File: src/rtl/sdram_ctrl.sv
// Single-port SDRAM controller: power-up init, periodic auto-refresh and
// single-word (BL1) auto-precharge read/write accesses for a 16-bit device.
module sdram_ctrl #(
    parameter int CLK_MHZ     = 50,
    parameter int INIT_CYCLES = 10000,
    parameter int REF_CYCLES  = 390,
    parameter int T_RP        = 2,
    parameter int T_RCD       = 2,
    parameter int T_RFC       = 7,
    parameter int T_WRAP      = 4,
    parameter int CAS         = 2
) (
    input  logic        clk,
    input  logic        rst,
    input  logic        req,
    input  logic        we,
    input  logic [23:0] addr,
    input  logic [15:0] wdata,
    output logic        ready,
    output logic [15:0] rdata,
    output logic        rdata_valid,
    output logic        init_done,
    output logic        sdram_core_cke,
    output logic        sdram_core_cs,
    output logic [2:0]  sdram_core_cmd,
    output logic [1:0]  sdram_core_dqm,
    output logic [12:0] sdram_core_addr,
    output logic [1:0]  sdram_core_ba,
    output logic [15:0] sdram_core_data_output,
    output logic        sdram_core_data_out_en,
    input  logic [15:0] sdram_core_data_input
);

    function automatic int max2(input int a, input int b);
        return (a > b) ? a : b;
    endfunction

    // The shared wait counter never narrows below one microsecond of clocks.
    localparam int WAIT_MAX = max2(max2(CAS + T_RP, T_RFC), max2(T_WRAP, T_RCD));
    localparam int CNT_MAX  = max2(max2(INIT_CYCLES, CLK_MHZ), WAIT_MAX);
    localparam int CNT_W    = $clog2(CNT_MAX + 1);
    localparam int REF_W    = $clog2(REF_CYCLES + 1);

    localparam logic [3:0] S_INIT_WAIT = 4'd0;
    localparam logic [3:0] S_INIT_PRE  = 4'd1;
    localparam logic [3:0] S_INIT_REF1 = 4'd2;
    localparam logic [3:0] S_INIT_REF2 = 4'd3;
    localparam logic [3:0] S_INIT_LMR  = 4'd4;
    localparam logic [3:0] S_IDLE      = 4'd5;
    localparam logic [3:0] S_ACT       = 4'd6;
    localparam logic [3:0] S_RW        = 4'd7;
    localparam logic [3:0] S_RD_WAIT   = 4'd8;
    localparam logic [3:0] S_WR_WAIT   = 4'd9;
    localparam logic [3:0] S_REFRESH   = 4'd10;

    localparam logic [2:0] CMD_NOP = 3'b111;
    localparam logic [2:0] CMD_ACT = 3'b011;
    localparam logic [2:0] CMD_RD  = 3'b101;
    localparam logic [2:0] CMD_WR  = 3'b100;
    localparam logic [2:0] CMD_PRE = 3'b010;
    localparam logic [2:0] CMD_REF = 3'b001;
    localparam logic [2:0] CMD_LMR = 3'b000;

    logic [3:0]       state_q, state_d;
    logic [CNT_W-1:0] cnt_q, cnt_d;
    logic [REF_W-1:0] ref_cnt_q, ref_cnt_d;
    logic             ref_pending_q, ref_pending_d;
    logic             init_done_q, init_done_d;
    logic             cke_q, cke_d;
    logic             cs_q, cs_d;
    logic [2:0]       cmd_q, cmd_d;
    logic [1:0]       dqm_q, dqm_d;
    logic [12:0]      a_q, a_d;
    logic [1:0]       ba_q, ba_d;
    logic [15:0]      dout_q, dout_d;
    logic             dout_en_q, dout_en_d;
    logic [15:0]      rdata_q, rdata_d;
    logic             rdata_valid_q, rdata_valid_d;

    logic             acc_we_q;
    logic [8:0]       acc_col_q;
    logic [15:0]      acc_wdata_q;
    logic             accept;

    assign ready  = (state_q == S_IDLE) && !ref_pending_q;
    assign accept = ready && req;

    always_ff @(posedge clk) begin
        if (accept) begin
            acc_we_q    <= we;
            acc_col_q   <= addr[8:0];
            acc_wdata_q <= wdata;
        end
    end

    always_comb begin
        state_d       = state_q;
        cnt_d         = (cnt_q != '0) ? cnt_q - 1'b1 : cnt_q;
        ref_cnt_d     = ref_cnt_q;
        ref_pending_d = ref_pending_q;
        init_done_d   = init_done_q;
        cke_d         = cke_q;
        cs_d          = 1'b0;
        cmd_d         = CMD_NOP;
        dqm_d         = dqm_q;
        a_d           = a_q;
        ba_d          = ba_q;
        dout_d        = '0;
        dout_en_d     = 1'b0;
        rdata_d       = rdata_q;
        rdata_valid_d = 1'b0;

        case (state_q)
            S_INIT_WAIT: begin
                if (!cke_q) begin
                    cke_d = 1'b1;
                    cnt_d = CNT_W'(INIT_CYCLES - 1);
                end else if (cnt_q == '0) begin
                    cmd_d   = CMD_PRE;
                    a_d     = 13'h0400;
                    state_d = S_INIT_PRE;
                    cnt_d   = CNT_W'(T_RP - 1);
                end
            end
            S_INIT_PRE: begin
                if (cnt_q == '0) begin
                    cmd_d   = CMD_REF;
                    state_d = S_INIT_REF1;
                    cnt_d   = CNT_W'(T_RFC - 1);
                end
            end
            S_INIT_REF1: begin
                if (cnt_q == '0) begin
                    cmd_d   = CMD_REF;
                    state_d = S_INIT_REF2;
                    cnt_d   = CNT_W'(T_RFC - 1);
                end
            end
            S_INIT_REF2: begin
                if (cnt_q == '0) begin
                    // Mode register: burst length 1, sequential, CAS latency 2.
                    cmd_d   = CMD_LMR;
                    ba_d    = 2'b00;
                    a_d     = 13'h0020;
                    state_d = S_INIT_LMR;
                    cnt_d   = CNT_W'(1);
                end
            end
            S_INIT_LMR: begin
                if (cnt_q == '0) begin
                    state_d     = S_IDLE;
                    init_done_d = 1'b1;
                    dqm_d       = 2'b00;
                end
            end
            S_IDLE: begin
                if (ref_pending_q) begin
                    cmd_d         = CMD_REF;
                    ref_pending_d = 1'b0;
                    state_d       = S_REFRESH;
                    cnt_d         = CNT_W'(T_RFC - 1);
                end else if (req) begin
                    cmd_d   = CMD_ACT;
                    ba_d    = addr[23:22];
                    a_d     = addr[21:9];
                    state_d = S_ACT;
                    cnt_d   = CNT_W'(T_RCD - 1);
                end
            end
            S_ACT: begin
                if (cnt_q == '0) begin
                    a_d     = {3'b001, 1'b0, acc_col_q};
                    state_d = S_RW;
                    if (acc_we_q) begin
                        cmd_d     = CMD_WR;
                        dout_d    = acc_wdata_q;
                        dout_en_d = 1'b1;
                    end else begin
                        cmd_d = CMD_RD;
                    end
                end
            end
            S_RW: begin
                if (acc_we_q) begin
                    state_d = S_WR_WAIT;
                    cnt_d   = CNT_W'(T_WRAP - 1);
                end else begin
                    // One countdown covers the CAS delay and the trailing precharge.
                    state_d = S_RD_WAIT;
                    cnt_d   = CNT_W'(CAS + T_RP - 1);
                end
            end
            S_RD_WAIT: begin
                if (cnt_q == CNT_W'(T_RP)) begin
                    rdata_d       = sdram_core_data_input;
                    rdata_valid_d = 1'b1;
                end
                if (cnt_q == '0) begin
                    state_d = S_IDLE;
                end
            end
            S_WR_WAIT, S_REFRESH: begin
                if (cnt_q == '0) begin
                    state_d = S_IDLE;
                end
            end
            default: begin
                state_d = S_INIT_WAIT;
            end
        endcase

        // An expiry wins over a same-cycle clear; one arriving while pending is dropped.
        if (init_done_q) begin
            if (ref_cnt_q == REF_W'(REF_CYCLES - 1)) begin
                ref_cnt_d     = '0;
                ref_pending_d = 1'b1;
            end else begin
                ref_cnt_d = ref_cnt_q + 1'b1;
            end
        end
    end

    always_ff @(posedge clk) begin
        if (!rst) begin
            state_q       <= S_INIT_WAIT;
            cnt_q         <= '0;
            ref_cnt_q     <= '0;
            ref_pending_q <= 1'b0;
            init_done_q   <= 1'b0;
            cke_q         <= 1'b0;
            cs_q          <= 1'b1;
            cmd_q         <= CMD_NOP;
            dqm_q         <= 2'b11;
            a_q           <= '0;
            ba_q          <= '0;
            dout_q        <= '0;
            dout_en_q     <= 1'b0;
            rdata_q       <= '0;
            rdata_valid_q <= 1'b0;
        end else begin
            state_q       <= state_d;
            cnt_q         <= cnt_d;
            ref_cnt_q     <= ref_cnt_d;
            ref_pending_q <= ref_pending_d;
            init_done_q   <= init_done_d;
            cke_q         <= cke_d;
            cs_q          <= cs_d;
            cmd_q         <= cmd_d;
            dqm_q         <= dqm_d;
            a_q           <= a_d;
            ba_q          <= ba_d;
            dout_q        <= dout_d;
            dout_en_q     <= dout_en_d;
            rdata_q       <= rdata_d;
            rdata_valid_q <= rdata_valid_d;
        end
    end

    assign init_done              = init_done_q;
    assign rdata                  = rdata_q;
    assign rdata_valid            = rdata_valid_q;
    assign sdram_core_cke         = cke_q;
    assign sdram_core_cs          = cs_q;
    assign sdram_core_cmd         = cmd_q;
    assign sdram_core_dqm         = dqm_q;
    assign sdram_core_addr        = a_q;
    assign sdram_core_ba          = ba_q;
    assign sdram_core_data_output = dout_q;
    assign sdram_core_data_out_en = dout_en_q;

endmodule

File: config.mk
export PLATFORM = sky130hd
export DESIGN_NAME = sdram_ctrl
export DESIGN_NICKNAME = d
export VERILOG_FILES = /design/src/rtl/sdram_ctrl.sv
export SDC_FILE = /design/constraint.sdc
export NUM_CORES = 1
export LEC_CHECK = 0
export ABC_AREA = 1
export BUFFER_PORTS_ARGS = -buffer_cell sky130_fd_sc_hd__buf_2
export CAP_MARGIN = 20
export CORE_ASPECT_RATIO = 2
export CORE_MARGIN = 3
export CORE_UTILIZATION = 53
export DETAILED_ROUTE_END_ITERATION = 10
export GPL_TIMING_DRIVEN = 0
export HOLD_SLACK_MARGIN = 0.03
export PLACE_DENSITY_LB_ADDON = 0.25
export REMOVE_ABC_BUFFERS = 1
export SLEW_MARGIN = 20
export SYNTH_ARGS = -nofsm -noshare
export SYNTH_HDL_FRONTEND = slang
export SYNTH_SLANG_ARGS = --single-unit
File: constraint.sdc
create_clock -name clk -period 3.3 [get_ports clk]
set_input_delay 0.495 -clock clk [delete_from_list [all_inputs] [get_ports clk]]
set_output_delay 0.495 -clock clk [all_outputs]
set_load 0.01 [all_outputs]
# Word-level counts from Yosys, hierarchy flattened
# Index checks and enable logic that the tools add are counted.
word_totals:
  register_bits: 111
  out_inout_bits: 58
  word_cells: 105
op_classes:
  n_addsub: 2
  eq_ne: 22
  muxes: 45
  n_reduce_logical: 18
ops:
  columns: ["cell", "n"]
  rows:
  - ["$mux W14", 6]
  - ["$mux W13", 6]
  - ["$pmux W14 S5", 1]
  - ["$pmux W13 S4", 1]
  - ["$mux W4", 9]
  - ["$pmux W4 S8", 1]
  - ["$mux W3", 6]
  - ["$eq A4 B3 Y1 const B", 4]
  - ["$ne A2 B2 Y1 const B", 8]
  - ["$pmux W3 S5", 1]
  - ["$eq A14 B2 Y1 const B", 1]
  - ["$logic_not A14 Y1", 1]
  - ["$reduce_bool A14 Y1", 1]
  - ["$sub A14 B1 Y14 const B", 1]
  - ["$eq A4 B4 Y1 const B", 3]
  - ["$add A9 B1 Y9 const B", 1]
  - ["$eq A9 B9 Y1 const B", 1]
  - ["$mux W9", 1]
  - ["$eq A4 B2 Y1 const B", 2]
  - ["$mux W1", 8]
  - ["$mux W2", 4]
  - ["$reduce_and A4 Y1", 2]
  - ["$reduce_and A8 Y1", 1]
  - ["$reduce_and A7 Y1", 1]
  - ["other kinds (13)", 16]

# Longest topological paths before layout
# Gate-level depths: netlist of the first run.
depth:
  ltp_word: 5
  ltp_mapped: 13
  depth_no_buf: 11

# Least setup slack after synthesis of the first run
# No wires, ideal clock.
synth_path:
  kind: "register -> register"
  startpoint: "register state_q[2]"
  endpoint: "register acc_col_q[0] (enable)"
  setup_time_ns: 0.410
  arrival_time_ns: 2.001
  t_required_ns: 2.890
  slack_ns: 0.888
  stages_incl_launch_ff: 5
  n_path_buf: 0
  path_cell_list: "dfxtp_1 inv_2 nor2_4 nand3_1 nor2_1"
synth_between:
  elab_chain_cells: 3
synth_rtl:
  columns: ["element", "line", "text"]
  rows:
  - ["from (decl)", "64", "logic [3:0] state_q, state_d;"]
  - ["from (signal assigned)", "241", "state_q <= state_d;"]
  - ["$eq A4 B3 Y1", "85", "assign ready = (state_q == S_IDLE) && !ref_pending_q;"]
  - ["$logic_and A1 B1 Y1", "85", null]
  - ["$logic_and A1 B1 Y1", "86", "assign accept = ready && req;"]
  - ["named net accept", "83", "logic accept;"]
  - ["to (signal assigned)", "91", "acc_col_q <= addr[8:0];"]
  - ["to (decl)", "81", "logic [8:0] acc_col_q;"]
# The timed path passes the listed nets, and every way through them passes these cells.
# A chain may end at the register's enable or synchronous reset.

# Final worst setup path of the first run
layout_path:
  startpoint: "register cnt_q[0]"
  endpoint: "register a_q[8], in the netlist sdram_core_addr[8]"
layout_between:
  elab_chain_cells: 3
  word_cells_on_any_way: 5
  cone_classes: "eq/ne (3); reduce/logical (2)"
layout_rtl:
  columns: ["element", "line", "text"]
  rows:
  - ["from (decl)", "65", "logic [CNT_W-1:0] cnt_q, cnt_d;"]
  - ["from (signal assigned)", "242", "cnt_q <= cnt_d;"]
  - ["$logic_not A14 Y1 (*)", "118, 140, 171", null]
  - ["$ne A2 B2 Y1 (no line)", null, null]
  - ["$reduce_and A7 Y1 (no line) (*)", null, null]
  - ["to (signal assigned)", "234", "a_q <= '0;"]
  - ["to (signal assigned)", "250", "a_q <= a_d;"]
  - ["to (decl)", "73", "logic [12:0] a_q, a_d;"]
# Mark *: on every way between the ends. The rest lies on a longest branch, timed or not.

==> results of run 1 <==
cell families (layout without fill, tap and decap cells):
kind of cell | Yosys count | after routing | share of synthesized area
adders and majority gates | 7 | 7 | 0.01813
and+or+nand+nor | 311 | 311 | 0.2886
xor gates and xnor gates | 4 | 4 | 0.007253
AOI/OAI and AO/OA | 70 | 70 | 0.07746
buffers and inverters | 115 | 229 | 0.09870
DFF | 110 | 110 | 0.5098
worst paths after layout:
kind / start / endpoint / slack (ns) / cells past startpoint
min: addr[5] / acc_col_q[5]$_DFFE_PP_ / 0.32 / 1
max reg2reg: cnt_q[0]$_SDFF_PN0_ / sdram_core_addr[8]$_SDFFE_PN0P_ / 0.90 / 11
min reg2reg: rdata[11]$_SDFFE_PN0P_ / rdata[11]$_SDFFE_PN0P_ / 0.45 / 2
max: cnt_q[0]$_SDFF_PN0_ / sdram_core_addr[8]$_SDFFE_PN0P_ / 0.90 / 11
state kept, by name, indices dropped and copies added, names as in the netlist:
signal                  cells
acc_col_q                   9
acc_wdata_q                16
acc_we_q                    1
cnt_q                      14
init_done                   1
rdata                      16
rdata_valid                 1
ref_cnt_q                   9
ref_pending_q               1
sdram_core_addr            13
sdram_core_ba               2
sdram_core_cke              1
sdram_core_cmd              3
sdram_core_cs               1
sdram_core_data_out_en      1
sdram_core_data_output     16
sdram_core_dqm              1
state_q                     4
area by class of cell:
cell class | instances | area [µm²] | share of cell area
Sequential cell | 110 | 2462 | 0.4299
Clock inverter | 6 | 52.55 | 0.009174
Clock buffer | 10 | 239.0 | 0.04172
Tap cell | 100 | 125.1 | 0.02184
Inverter | 96 | 360.3 | 0.06291
Timing Repair Buffer | 117 | 585.6 | 0.1022
Multi-Input combinational cell | 392 | 1903 | 0.3322
synthesized netlist by cell type (all sizes together):
master	count
nand2	138
inv	95
nor2	91
dfxtp	84
nand3	47
a21oi	42
edfxtp	26
o21ai	25
nor3	15
buf	13
nand4	11
ha	7
clkbuf	6
xor2	4
nor3b	3
nand3b	2
o21bai	2
and2	1
and3	1
clkinv	1
nor4	1
o2111ai	1
or2	1
power groups by stage:
stage,registers [W],clock network (W),logic (W)
floorplan,0.00165,0,0.000834
global placement,0.00163,0,0.00114
detailed placement,0.00164,0,0.00117
CTS,0.00161,0.00106,0.00118
global route,0.00163,0.00111,0.00135
finish,0.00161,0.00103,0.00119
layer usage:
layer | global-route usage | wire, µm | vias up
li1 | - | - | 2172
met1 | 0.2305 | 3942 | 1906
met2 | 0.3778 | 5729 | 165
met3 | 0.04354 | 561 | 45
met4 | 0.1452 | 632 | 0
met5 | 0 | 0 | -
per-stage QoR:
step / hold slack [ns] / power (W) / std cells / util
after floorplan: 0.4393 / 0.002482 / 598 / -
after global placement: 0.4298 / 0.002774 / 815 / 0.6186
after detailed placement: 0.4377 / 0.002809 / 815 / 0.6194
after CTS: 0.3090 / 0.003846 / 831 / 0.6527
after global routing: 0.3097 / 0.004081 / 831 / 0.6533
final: 0.3217 / 0.003827 / 831 / 0.6533
==> flow_metrics.py, run 1 <==
metrics = {
    "outcome": {
        "status": "complete, no violations",
    },
    "sta": {
        "finalMaxSlewViolations": 0,
        "setup_ws_ns": 0.9024,
        "setup_viol": 0,
        "setup_tns_ns": 0,
        "slew_headroom": 0.4479,
        "tightest_slew_ns": 0.8281,
        "fin_worst_skew_ns": 0.004414,
        "rsz0062_at_grt": "no",
        "hold_viol_final": 0,
        "min_period_over_period": 0.7266,
        "max_freq_mhz": 417.1,
        "fin_crit_ns": 2.398,
    },
    "worst_setup_path": {
        "endpoint_kind": "flop",
        "path_delay_family": "simple AND/OR/NAND/NOR gates",
        "worstPathArrival_ns": 2.64,
        "crit_buf_inv": 1,
        "crit_top_cell": "nand2_1",
        "max_stage_delay_ns": 0.39,
        "start_kind": "flop",
        "required_ns": 3.54,
        "cpMaxStageDelayCell": "nor2_2",
        "crit_chain": "inv_1 > ha_1 > nand2_1 > nor2_2 > nand2_2 > nand2_1 > nand2_1 > nor2_2 > nand3_1 > nand2_1 > nor2_1",
        "worstSetupPathType": "flop to flop",
        "path_max_fanout": 23,
    },
    "cells_and_area": {
        "final_cell_area_um2": 5728,
        "layout_common_cells": "133 x nand2_1, 117 x buf_2, 85 x inv_1, 84 x dfxtp_1, 80 x nor2_1",
        "diodes": 0,
        "layout_commonest_cell": "nand2_1",
        "finalNetCount": 793,
        "drive_gt1_frac": 0.2298,
        "nFillCells": 770,
        "syn_to_final_growth_pct": 18.60,
    },
    "logic_synthesis": {
        "synth-seq-cells": 110,
        "synth_area_um2": 4830,
        "yosys.area.top_type": "dfxtp_1",
        "postSynthAreaPerCell_um2": 7.828,
        "synth_warnings": 0,
        "synth-seq-area-share": 0.5098,
        "synth.area.top_cells": "dfxtp_1 35%, edfxtp_1 16%, nand2_1 10%",
        "ys_types": 36,
        "synth_cells": 617,
        "synth_top_area_share": 0.3482,
    },
    "pwr": {
        "power.switching_w": 0.001362,
        "swShare": 0.3560,
        "seqPwrFrac": 0.420,
        "p_leak_nw": 2.705,
        "power.internal_w": 0.002464,
        "peakVddDrop_mv": 0.4278,
        "pwr-share-comb": 0.310,
        "pwr-share-clk": 0.270,
        "p_per_area_nw_per_um2": 668.1,
    },
    "global_route": {
        "grt_max_degree": 45,
        "grt_pass1_wl_um": 18020,
        "grt_usage": 0.2189,
        "grt_overflow_total": 0,
        "grt_pass1_vias": 4197,
        "antenna_found_initial": 0,
    },
    "placed_design": {
        "hpwlAfterDp_um": 8220,
        "gp_congestion": 0.9172,
        "pre_cts_ws_ns": 0.8695,
        "placed_area_um2": 5431,
        "io_buffers": 117,
    },
    "die": {
        "die_x_um": 73.50,
        "ios": 118,
        "rows": 48,
        "dieArea_um2": 10360,
        "core_area_um2": 8768,
        "die_h_um": 141,
        "start_util": 0.5508,
    },
    "route": {
        "wl_per_cell_um": 13.08,
        "first_pass_iters": 5,
        "drtAntennaViolNets": 0,
        "dr_total_vias": 4288,
        "drt_iter0_markers": 209,
        "drc_errors": 0,
        "drt-vias-per-instance": 5.160,
        "drt_wl_total_um": 10870,
    },
    "cts": {
        "cts.path.max_buffers": 2,
        "postCtsSetupBuffers": 0,
        "htree_levels": 3,
        "cts_resized": 0,
        "cts_inserted_buffers": 9,
        "cts_root_buf": "clkbuf_16",
        "cts_tree": "built",
        "path_clk_slew_ns": 0.07,
        "cts_sinks": 110,
        "clk_latency_ns": 0.34,
        "cts_hold_buf": 0,
    },
    "run": {
        "cap_violations": 0,
    },
    "hold_path": {
        "hold_class": "input pin to flop",
    },
}
(Power assumes the default switching activity.)
==> inputs of run 2 (changes only) <==
- CORE_UTILIZATION: 53 -> 48
- clock period: 3.3 -> 2 ns (I/O delays scaled with it)
==> run 2 against run 1 <==
Final cell count is 4.7% higher. Non-clock buffer count is 4 higher. Sequential cell count stayed put. Clock power is 63% higher. Combinational power is 85% higher. Worst hold slack worse by 0.20 ns. Routed wire length is 14% higher. Critical endpoint is now ready. Largest power group unchanged.
==> flow_metrics.py, run 2 (same netlist as run 1, synthesis figures left out) <==
metrics = {
    "outcome": {
        "status": "complete, no violations",
    },
    "worst_setup_path": {
        "required_ns": 1.70,
        "path_max_fanout": 7,
        "worstSetupPathType": "flop to output pin",
        "r2r-start": "cnt_q[8]$_SDFF_PN0_",
        "worstPathArrival_ns": 1.62,
        "start_kind": "flop",
        "endpoint_kind": "output pin",
        "cp-startpoint": "state_q[0]$_SDFFE_PN0P_",
    },
    "sta": {
        "fin_hold_ws_ns": 0.1203,
        "min_period_over_period": 0.9614,
        "max_freq_mhz": 520.0,
        "rsz0062_at_grt": "yes",
        "finalMaxSlewViolations": 0,
        "slew_headroom": 0.4304,
        "fin_crit_ns": 1.923,
        "tightest_slew_ns": 0.8544,
        "hold_viol_final": 0,
        "fin_worst_skew_ns": 0.009851,
        "setup_viol": 0,
    },
    "route": {
        "wl_per_cell_um": 14.24,
        "drtAntennaViolNets": 0,
        "dr_total_vias": 4362,
        "drt_wl_total_um": 12390,
        "drt_iter0_markers": 253,
        "first_pass_iters": 5,
        "drt-vias-per-instance": 5.014,
        "drc_errors": 0,
    },
    "cells_and_area": {
        "layout_common_cells": "130 x nand2_1, 117 x buf_2, 84 x inv_1, 84 x dfxtp_1, 78 x nor2_1",
        "layout_commonest_cell": "nand2_1",
        "final_cells": 870,
        "drive_gt1_frac": 0.2466,
        "final_cell_area_um2": 5911,
        "diodes": 0,
        "syn_to_final_growth_pct": 22.38,
        "finalNetCount": 800,
    },
    "cts": {
        "cts_root_buf": "clkbuf_16",
        "path_clk_slew_ns": 0.07,
        "cts_tree": "built",
        "htree_levels": 3,
        "cts.path.max_buffers": 2,
        "cts_inserted_buffers": 9,
        "cts_hold_buf": 0,
        "cts_sinks": 110,
        "clk_latency_ns": 0.35,
    },
    "die": {
        "die_x_um": 76.93,
        "die_h_um": 147.9,
        "ios": 118,
        "dieArea_um2": 11370,
        "start_util": 0.4947,
        "rows": 51,
        "core_area_um2": 9763,
    },
    "placed_design": {
        "hpwlAfterDp_um": 8826,
        "dp_cells": 847,
        "placed_area_um2": 5472,
        "gp_congestion": 0.9070,
        "io_buffers": 117,
    },
    "global_route": {
        "grt_max_degree": 45,
        "grt_overflow_total": 0,
        "antenna_found_initial": 0,
        "grt_usage": 0.2071,
        "grt_pass1_wl_um": 18760,
        "grt_pass1_vias": 4194,
    },
    "hold_path": {
        "min-delay-start": "wdata[12]",
        "hold_class": "input pin to flop",
    },
    "run": {
        "cap_violations": 0,
    },
    "pwr": {
        "p_per_area_nw_per_um2": 1106,
        "total_power_w": 0.006535,
        "p_leak_nw": 2.741,
        "peakVddDrop_mv": 0.6933,
    },
}
[run 2: repair_timing]
item | 4_1_cts | 5_1_grt
gates cloned | 1 | 2
endpoints found under the setup margin | 87 | 49
setup buffers | 1 | 3
gates resized for setup | 7 | 12
pin swaps | 1 | 4
[run 2: worst max-delay path: stages (launching register included)]
cell and delay [ns]:
dfxtp_1 0.44, inv_1 0.13, nor2_1 0.21, nand3_2 0.26, inv_1 0.11, buf_2 0.14
[run 2: path summary, 6_finish.rpt]
check	endpoint	slack, ns	cells after the start
worst max-delay path	ready	0.08	5
worst min-delay path	acc_wdata_q[12]$_DFFE_PP_	0.12	1
worst max register to register	sdram_core_addr[5]$_SDFFE_PN0P_	0.12	11
worst min register to register	rdata[15]$_SDFFE_PN0P_	0.44	2
[run 2: metal layers]
layer | global-route usage | vias to the layer above | routed length (µm)
met5 | 0 | - | 0
met4 | 0.1279 | 0 | 692
met3 | 0.03598 | 55 | 615
met2 | 0.3969 | 167 | 6684
met1 | 0.1991 | 1956 | 4397
li1 | - | 2184 | -
[run 2: cell type report]
cell class              count  area [µm²]
well taps                 132       165.2
multi-input cells         395        2002
clock inverters             5       43.79
flip-flops and latches    110        2462
repair buffers            121       640.6
fillers                   875        3852
clock buffers              11       232.7
inverters                  96       364.1
[run 2: metrics by stage]
step	setup TNS (ns)	utilization	setup WS (ns)
after global routing	-0.04670	0.6054	-0.03597
after detailed placement	-17.56	0.5604	-0.4817
final	0	0.6054	0.07710
after floorplan	-11.06	-	-0.4116
after CTS	0	0.5948	0.0004894
after global placement	-43.31	0.5597	-1.114
[run 2: report_power, final]
group,switching [W],internal [W],total (W)
clock,0.000820,0.000860,0.00168
sequential,0.000165,0.00249,0.00265
combinational,0.00144,0.000763,0.00220
==> inputs of run 3 (changes only) <==
- CELL_PAD_IN_SITES_DETAIL_PLACEMENT: default -> 1
- CELL_PAD_IN_SITES_GLOBAL_PLACEMENT: default -> 1
- CORE_UTILIZATION: 48 -> 35
- PLACE_DENSITY_LB_ADDON: 0.25 -> 0.1
==> run 3 against run 2 <==
Register-to-register slack gained 0.03 ns. Non-clock buffer count grew 1. Critical path depth increased by 7. Critical path type is now flop to flop. Final cell count grew 2.8%. Clock power rose by 10%. Cell area up 1.8%. Sequential cell count is the same.
==> flow_metrics.py, run 3 (same netlist as run 1, synthesis figures left out) <==
metrics = {
    "outcome": {
        "status": "complete, no violations",
    },
    "global_route": {
        "grt_usage": 0.1972,
        "grt_max_degree": 45,
        "grt_pass1_wl_um": 22880,
        "antenna_found_initial": 1,
        "grt_overflow_total": 0,
        "grt_pass1_vias": 4644,
    },
    "sta": {
        "fin_worst_skew_ns": 0.01401,
        "rsz0062_at_grt": "no",
        "hold_viol_final": 0,
        "tightest_slew_ns": 0.9210,
        "max_freq_mhz": 539.2,
        "setup_viol": 0,
        "finalMaxSlewViolations": 0,
        "slew_headroom": 0.3860,
        "min_period_over_period": 0.9274,
        "fin_crit_ns": 1.855,
        "fin_hold_ws_ns": 0.1113,
        "setup_tns_ns": 0,
    },
    "cells_and_area": {
        "syn_to_final_growth_pct": 24.53,
        "finalNetCount": 799,
        "layout_common_cells": "129 x nand2_1, 117 x buf_2, 84 x inv_1, 81 x dfxtp_1, 76 x nor2_1",
        "layout_commonest_cell": "nand2_1",
        "drive_gt1_frac": 0.2564,
    },
    "route": {
        "drc_errors": 0,
        "first_pass_iters": 6,
        "drt_wl_total_um": 14740,
        "drt_iter0_markers": 120,
        "dr_total_vias": 4399,
        "wl_per_cell_um": 16.49,
        "drt-vias-per-instance": 4.921,
        "drtAntennaViolNets": 0,
    },
    "hold_path": {
        "whs_endpoint": "acc_wdata_q[6]$_DFFE_PP_",
        "min-delay-start": "wdata[6]",
        "hold_depth": 1,
        "hold_class": "input pin to flop",
    },
    "worst_setup_path": {
        "r2r-start": "cnt_q[0]$_SDFF_PN0_",
        "regToRegSetupSlack_ns": 0.15,
        "worstSetupPathType": "flop to flop",
        "max_stage_delay_ns": 0.36,
        "cpMaxStageDelayCell": "dfxtp_1",
        "endpoint_kind": "flop",
        "cp.depth": 12,
        "r2r_cells": 12,
        "path_max_fanout": 23,
        "start_kind": "flop",
        "crit_top_cell": "nand2_1",
        "crit_chain": "inv_4 > ha_1 > nand2_1 > nor2_4 > nand2_8 > nand2_2 > nand2_1 > nor2_4 > buf_12 > nand3_1 > nand2_1 > nor2_1",
        "crit_buf_inv": 2,
        "rr_endpoint": "sdram_core_addr[5]$_SDFFE_PN0P_",
        "required_ns": 2.25,
        "worstPathArrival_ns": 2.11,
        "path_delay_family": "simple AND/OR/NAND/NOR gates",
    },
    "placed_design": {
        "io_buffers": 117,
        "gp_congestion": 0.9195,
        "hpwlAfterDp_um": 10870,
    },
    "die": {
        "ios": 118,
        "die_x_um": 89.07,
        "start_util": 0.3574,
        "rows": 60,
        "die_h_um": 172.1,
        "dieArea_um2": 15330,
        "core_area_um2": 13510,
    },
    "pwr": {
        "peakVddDrop_mv": 0.5671,
        "p_per_area_nw_per_um2": 1135,
        "p_leak_nw": 2.773,
    },
    "cts": {
        "cts_root_buf": "clkbuf_16",
        "cts_sinks": 110,
        "cts.path.max_buffers": 2,
        "clk_latency_ns": 0.36,
        "cts_inserted_buffers": 9,
        "htree_levels": 3,
        "path_clk_slew_ns": 0.08,
        "cts_tree": "built",
    },
    "run": {
        "cap_violations": 0,
    },
}
==> run 3: cell types whose count changed in the layout (fill, tap and decap cells not counted), sizes merged, moves of 2 or more <==
cell,previous run,this run
diode,0,2
inv,96,100
clkinvlp,3,0
clkbuf,11,9
==> run 3: repair_timing <==
action	4_1_cts	5_1_grt
endpoints found under the setup margin	87	63
setup buffers	4	0
cloned	1	0
hold buffers	0	0
gates resized for setup	11	15
pin swaps	5	0
==> run 3: area by class of cell <==
cell class / instances / area (µm²)
multi-input cells: 393 / 1998
diodes: 2 / 5.005
repair buffers: 122 / 680.7
inverters: 96 / 364.1
clock buffers: 9 / 225.2
well taps: 155 / 193.9
flip-flops and latches: 110 / 2466
clock inverters: 7 / 81.33
fillers: 1717 / 7498
==> run 3: worst reg2reg max path, delay by kind of cell (launching register included) <==
| kind | cells | cell delay (ns) |
|---|---|---|
| AND/OR/NAND/NOR | 9 | 1.00 |
| flip-flops | 1 | 0.36 |
| adder cells (fa/ha/maj) | 1 | 0.15 |
| buffers and inverters | 2 | 0.26 |
==> run 3: power by group <==
part / total, W / switching (W) / internal [W]
logic: 0.00231 / 0.00150 / 0.000804
clock network: 0.00185 / 0.000944 / 0.000904
registers: 0.00267 / 0.000183 / 0.00249
total: 0.00683 / 0.00263 / 0.00420
==> run 3: how the worst max path moves through the flow <==
stage / to / slack (ns) / from
4_1_cts: rdata[14]$_SDFFE_PN0P_ / 0.007 / state_q[3]$_SDFFE_PN0P_
3_5_place_dp: rdata[14]$_SDFFE_PN0P_ / -0.68 / state_q[3]$_SDFFE_PN0P_
5_1_grt: sdram_core_addr[2]$_SDFFE_PN0P_ / 0.001 / cnt_q[0]$_SDFF_PN0_
2_1_floorplan: acc_col_q[0]$_DFFE_PP_ / -0.41 / state_q[2]$_SDFFE_PN0P_
6_report: sdram_core_addr[5]$_SDFFE_PN0P_ / 0.15 / cnt_q[0]$_SDFF_PN0_
3_3_place_gp: cnt_q[0]$_SDFF_PN0_ / -1.41 / state_q[0]$_SDFFE_PN0P_
==> run 3: layer usage <==
| layer | routed length [µm] | GRT usage | up-vias |
|---|---|---|---|
| met1 | 5309 | 0.1945 | 2078 |
| met2 | 8364 | 0.3676 | 100 |
| li1 | - | - | 2191 |
| met5 | 0 | 0 | - |
| met3 | 533 | 0.04530 | 30 |
| met4 | 533 | 0.1050 | 0 |
==> run 3: per-stage QoR <==
| step | setup WS, ns | util | total power (W) | instance area [µm²] | cells |
|---|---|---|---|---|---|
| floorplan | -0.4116 | - | 0.004095 | 4713 | 598 |
| global placement | -1.413 | 0.4065 | 0.004684 | 5493 | 870 |
| detailed placement | -0.6838 | 0.4091 | 0.004756 | 5528 | 871 |
| CTS | 0.006694 | 0.4412 | 0.006822 | 5962 | 892 |
| global route | 0.001367 | 0.4449 | 0.007282 | 6012 | 893 |
| finish | 0.1453 | 0.4451 | 0.006829 | 6015 | 894 |
